## config.mk

```make
export PLATFORM = sky130hd
export DESIGN_NAME = aes_seg_match
export DESIGN_NICKNAME = d
export VERILOG_FILES = /design/src/rtl/aes_seg_match.sv
export SDC_FILE = /design/constraint.sdc
export NUM_CORES = 1
export LEC_CHECK = 0
export BUFFER_PORTS_ARGS = -buffer_cell sky130_fd_sc_hd__buf_4
export CAP_MARGIN = 20
export CORE_AREA = 2 2 105 107
export DETAILED_ROUTE_END_ITERATION = 16
export DIE_AREA = 0 0 107 109
export PLACE_DENSITY = 0.53
export SYNTH_ARGS = -nofsm -noshare
export SYNTH_HDL_FRONTEND = slang
export SYNTH_SLANG_ARGS = --single-unit
```

## constraint.sdc

```tcl
create_clock -name vclk -period 1.1
set_input_delay 0.11 -clock vclk [all_inputs]
set_output_delay 0.11 -clock vclk [all_outputs]
set_load 0.02 [all_outputs]
```

## src/rtl/aes_seg_match.sv

```systemverilog
// rtl/aes_seg_match.sv - per-segment equality compare of result against expected vector
module aes_seg_match #(
  parameter int DATA_W = 128,
  parameter int SEG_W  = 8
) (
  input  logic [DATA_W-1:0]       i_res,
  input  logic [DATA_W-1:0]       i_exp,
  output logic [DATA_W/SEG_W-1:0] o_match
);

  localparam int NSEG = DATA_W / SEG_W;

  always_comb begin
    o_match = '0;
    for (int i = 0; i < NSEG; i++) begin
      o_match[i] = (i_res[i*SEG_W +: SEG_W] == i_exp[i*SEG_W +: SEG_W]);
    end
  end

endmodule

```

==> results of run 1 <==
==> layout make-up <==
cell class / count / area [um2]
repair buffers: 272 / 2040
fillers: 1083 / 7000
multi-input cells: 176 / 1380
well taps: 140 / 175
==> stage by stage <==
stage / hold slack, ns / cells / power (mW) / utilization, %
global placement: 0.596 / 588 / 1.25 / 33.9
floorplan: 0.404 / 176 / 0.452 / -
global route: 0.623 / 588 / 1.37 / 33.9
finish: 0.593 / 588 / 1.26 / 33.9
CTS: 0.597 / 588 / 1.28 / 33.9
detailed placement: 0.593 / 588 / 1.28 / 33.9
==> path summary, 6_finish.rpt <==
kind,start,end,slack (ns),depth (start not counted)
max,i_exp[100],o_match[12],0.18,5
min,i_res[38],o_match[4],0.59,5
==> tightest hold or removal path, delay by kind of cell <==
family	cells	cell delay, ns
buffers and inverters	2	0.22
and+or+nand+nor	2	0.10
xor gates and xnor gates	1	0.05
==> power groups by stage <==
stage          clock, mW  combinational [mW]  sequential [mW]
3_3_place_gp           0                1.25                0
6_report               0                1.26                0
4_1_cts                0                1.28                0
3_5_place_dp           0                1.28                0
5_1_grt                0                1.37                0
2_1_floorplan          0               0.452                0
==> cells in the final DEF (no fill, tap or decap) <==
cell     instances
nand4_1         32
nor2_1          16
xnor2_1        128
buf_4          272
==> per-layer routing <==
metal | vias to the layer above | track usage [%] | share of wire (%)
li1 | 1136 | - | -
met1 | 938 | 7.68 | 28
met2 | 154 | 20.5 | 58
met3 | 4 | 1.67 | 13
met4 | 0 | 0.742 | 0.90
met5 | - | 0 | 0
==> logic make-up after synthesis <==
group,Yosys count
xor gates and xnor gates,128
and+or+nand+nor,48
==> run metrics, run 1 <==
Seq pwr share=0%; CP Max Fanout=1; cell mode on critical path=buf_4; Worst Max-Slew Pin Slew=between 0.15 and 0.2 ns; Pint=approximately 900 uW; status=completed; Final ANT Viol Nets=0; # nets final=just over 700; Synth top cells by count=xnor2_1 (128), nand4_1 (32), nor2_1 (16); Die Area=~12000 um2; Max Cap Viol=0; count of port buffers added during placement=272; CP required=0.99 ns; sw frac=between 20% and 30%; peak supply drop=~0.15 mV; drt pass-1 iters=4; layout cells sized above 1=between 60% and 70%; Layout area overhead=161%; placeable core area=10600 um2; largest net degree at the start of global routing=2; routability cong.=around 0.77; GR Overflow Total=0; static leakage=1.61 nW; main combinational cell family by area after synthesis=XOR/XNOR gates; unrepaired setup endpoints after global routing=false; Crit Path Class=input port to primary output; Clock buffer cells=0; drt wl/cell=about 10 um; adder-cell area share of the yosys netlist=0%; CTS hold repair buffers=0; Compound-Gate Fraction of Synth Area=0%; post-synthesis mux area share=0%; slowest stage delay, CP=~0.18 ns; I/O pin cnt=about 270; WP buf/inv=2; Slew headroom=approximately nine tenths; fin crit period=0.921 ns; vias per cell=3.80; CP Capture Type=primary output; area share of and/or/nand/nor cells after synthesis=between 10% and 20%; XOR/XNOR Fraction of Synth Area=between 80% and 90%; first-pass GRT wire length=~8600 um; Post-CTS Resized=0; Diodes inserted=0; largest area contributor in the netlist=xnor2_1; most frequent cell after synthesis=xnor2_1; initial antenna violation count=0; PwrDens=between 300 and 400 nW/um2; Final setup viols=0; vias in the first global route=approximately 2100; Row Count=38; Setup Total Neg Slack=0 ns; worst path arrival time=0.81 ns; die extent in x=roughly 110 um; main area contributors after synthesis=xnor2_1 (81%), nand4_1 (14%), nor2_1 (4.3%); initial drt markers=40; cell area after layout=3600 um2; pre-CTS setup slack=between 0.15 and 0.2 ns; register area share after synthesis=0%; Post-CTS Setup Bufs=0; final hold vios=0; final slew viol count=0; DR vias=~2200; dpl hpwl=~5900 um; FMAX=1.09 GHz; Tcrit/Tclk final=approximately 84%; register area=0 um2; Ys Warns=0; Post-Synthesis Cells=176; dpl cell area=3600 um2; syn_area_per_cell=slightly below 8 um2; Syn Nets=around 430; Worst setup SP type=input port; Yosys top cell area share=81.2%; Crit-path slowest cell=xnor2_1; Top Family by Delay on Critical Path=buffers and inverters; Setup WS post-layout=0.179 ns; FF+latch count=0; Clk network pwr share=0%; drt drc=0; total wire length=approximately 6100 um; Synth cell types=3; Cell Chain, Critical Path=buf_4 -> xnor2_1 -> nand4_1 -> nor2_1 -> buf_4; net switching power=~360 uW; Cell Area, Synth=1380 um2; Comb power frac=100.0%; Min-Delay Path Class=input port to primary output; Starting Density=a little over an eighth; die height=between 100 and 150 um; Total Routing Usage GR=8.80%
No activity file was read; power rests on OpenSTA's default activity.
==> run 2: changes to the inputs <==
Settings changed: PLACE_DENSITY 0.53 to 0.54.
Clock period 1.1 ns to 0.8 ns, I/O delays scaled along.
==> run 2 against run 1 <==
Net effect:
- the run now ends with negative setup slack left
- worst hold slack got worse by 0.057 ns
- die area unchanged
- setup slack got worse by 0.19 ns
- critical path type unchanged
- largest cell class unchanged
- largest power group unchanged
==> run metrics, run 2 (synthesized netlist as in run 1, its figures left out) <==
Max Cap Viol=0 (unchanged); placeable core area=10600 um2 (unchanged); Hold EP=o_match[9]; Crit-path slowest cell=xnor2_1; # nets final=706 (unchanged); Clock buffer cells=0 (unchanged); status=finished with violations; count of port buffers added during placement=272 (unchanged); most common cell after layout, fill and taps aside=buf_4; FMAX=1.23 GHz; Tcrit/Tclk final=102%; Hold Path Stages=5 (unchanged); initial antenna violation count=0 (unchanged); met2 wire len=4580 um (+27%); Row Count=38 (unchanged); hold_sp=i_res[77]; worst path arrival time=0.74 ns (-0.07 ns); Core Util, Final=45.2% (+11 points); peak supply drop=0.306 mV (+99%); Starting Density=13.0% (unchanged); Filler cells=964 (-11%); CP required=0.72 ns (-0.27 ns); final slew viol count=0 (unchanged); vias per cell=3.94 (+3.8%); layout cells sized above 1=85.0% (+24 points); Worst setup SP type=input port; area occupied by multi-input gates=2240 um2 (+63%); Diodes inserted=0 (unchanged); Setup WS post-layout=-0.0161 ns (-0.195 ns); vias in the first global route=2077 (-3.0%); Slew headroom=89.1% (+0.97 points); final hold vios=0 (unchanged); register area=0 um2 (unchanged); CTS hold repair buffers=0 (unchanged); I/O pin cnt=272 (unchanged); initial drt markers=70 (+75%); cell mode on critical path=buf_4; fin crit period=between 0.8 and 0.9 ns; die extent in x=107 um (unchanged); Power Total=2.50 mW (+98%); dpl hpwl=5650 um (-4.2%); highest metal used=met4; WP buf/inv=2 (unchanged); drt drc=0 (unchanged); CP Max Fanout=1 (unchanged); drt wl/cell=12.6 um (+21%); FF+latch count=0 (unchanged); total wire length=7420 um (+21%); Total Routing Usage GR=8.63% (-0.18 points); DR vias=2316 (+3.8%); unrepaired setup endpoints after global routing=true; Die Area=11700 um2 (unchanged); routability cong.=0.787 (+1.7%); Final setup viols=3 (+3); CP Capture Type=primary output; PwrDens=523 nW/um2 (+49%); Worst Max-Slew Pin Slew=0.162 ns (-0.0145 ns); most frequent cells in the layout=buf_4 (188), xnor2_2 (105), buf_6 (81); Crit Path Class=input port to primary output; die height=109 um (unchanged); first-pass GRT wire length=8530 um (-0.72%); Post-CTS Setup Bufs=0 (unchanged); static leakage=2.34 nW (+45%); violated checks=negative setup slack; Final ANT Viol Nets=0 (unchanged); Top Family by Delay on Critical Path=buffers and inverters; Cell Chain, Critical Path=buf_4 -> xnor2_1 -> nand4_1 -> nor2_1 -> buf_4; largest net degree at the start of global routing=2 (unchanged); fin cells=588 (unchanged); Layout area overhead=247%; Routed met1 length=1960 um (+15%); Min-Delay Path Class=input port to primary output; slowest stage delay, CP=0.17 ns (about the same); DR WL met3=814 um (+3.6%); drt pass-1 iters=2 (-2); GR Overflow Total=0 (unchanged); Placed Cells incl. Taps=588 (unchanged)
-- run 2: layer usage --
metal	up-vias	global-route usage [%]
met5	-	0
met4	0	0.928
met3	6	2.15
met2	152	19.4
met1	1022	7.67
li1	1136	-
-- run 2: through the flow --
stage	setup slack, ns	hold slack, ns	cell area, um2	TNS [ns]
3_3_place_gp	-0.0922	0.536	3600	-0.111
4_1_cts	0.000420	0.539	3780	0
5_1_grt	-0.0957	0.554	4790	-0.527
2_1_floorplan	0.106	0.344	1380	0
6_report	-0.0161	0.536	4790	-0.0365
3_5_place_dp	-0.0976	0.539	3600	-0.138
-- run 2: report_power, final --
group          total, mW  switching [mW]  internal, mW  leakage (nW)
clock network          0               0             0             0
registers              0               0             0             0
logic               2.50           0.740          1.76          2.34
total               2.50           0.740          1.76          2.34
-- run 2: area by class of cell --
cell class	instances	area share (%)
repair buffers	272	49.5
multi-input cells	176	46.9
well taps	140	3.66
-- run 2: what timing repair did --
action / in CTS / in global routing
resized for setup: 28 / 172
pin swaps: 13 / 110
endpoints found under the setup margin: 10 / 16
-- run 2: how the worst max path moves through the flow --
stage | start | to | cells after the start
6_report | i_exp[99] | o_match[12] | 5
5_1_grt | i_res[92] | o_match[11] | 5
4_1_cts | i_exp[9] | o_match[1] | 5
3_5_place_dp | i_exp[90] | o_match[11] | 5
3_3_place_gp | i_exp[90] | o_match[11] | 5
2_1_floorplan | i_exp[2] | o_match[0] | 3
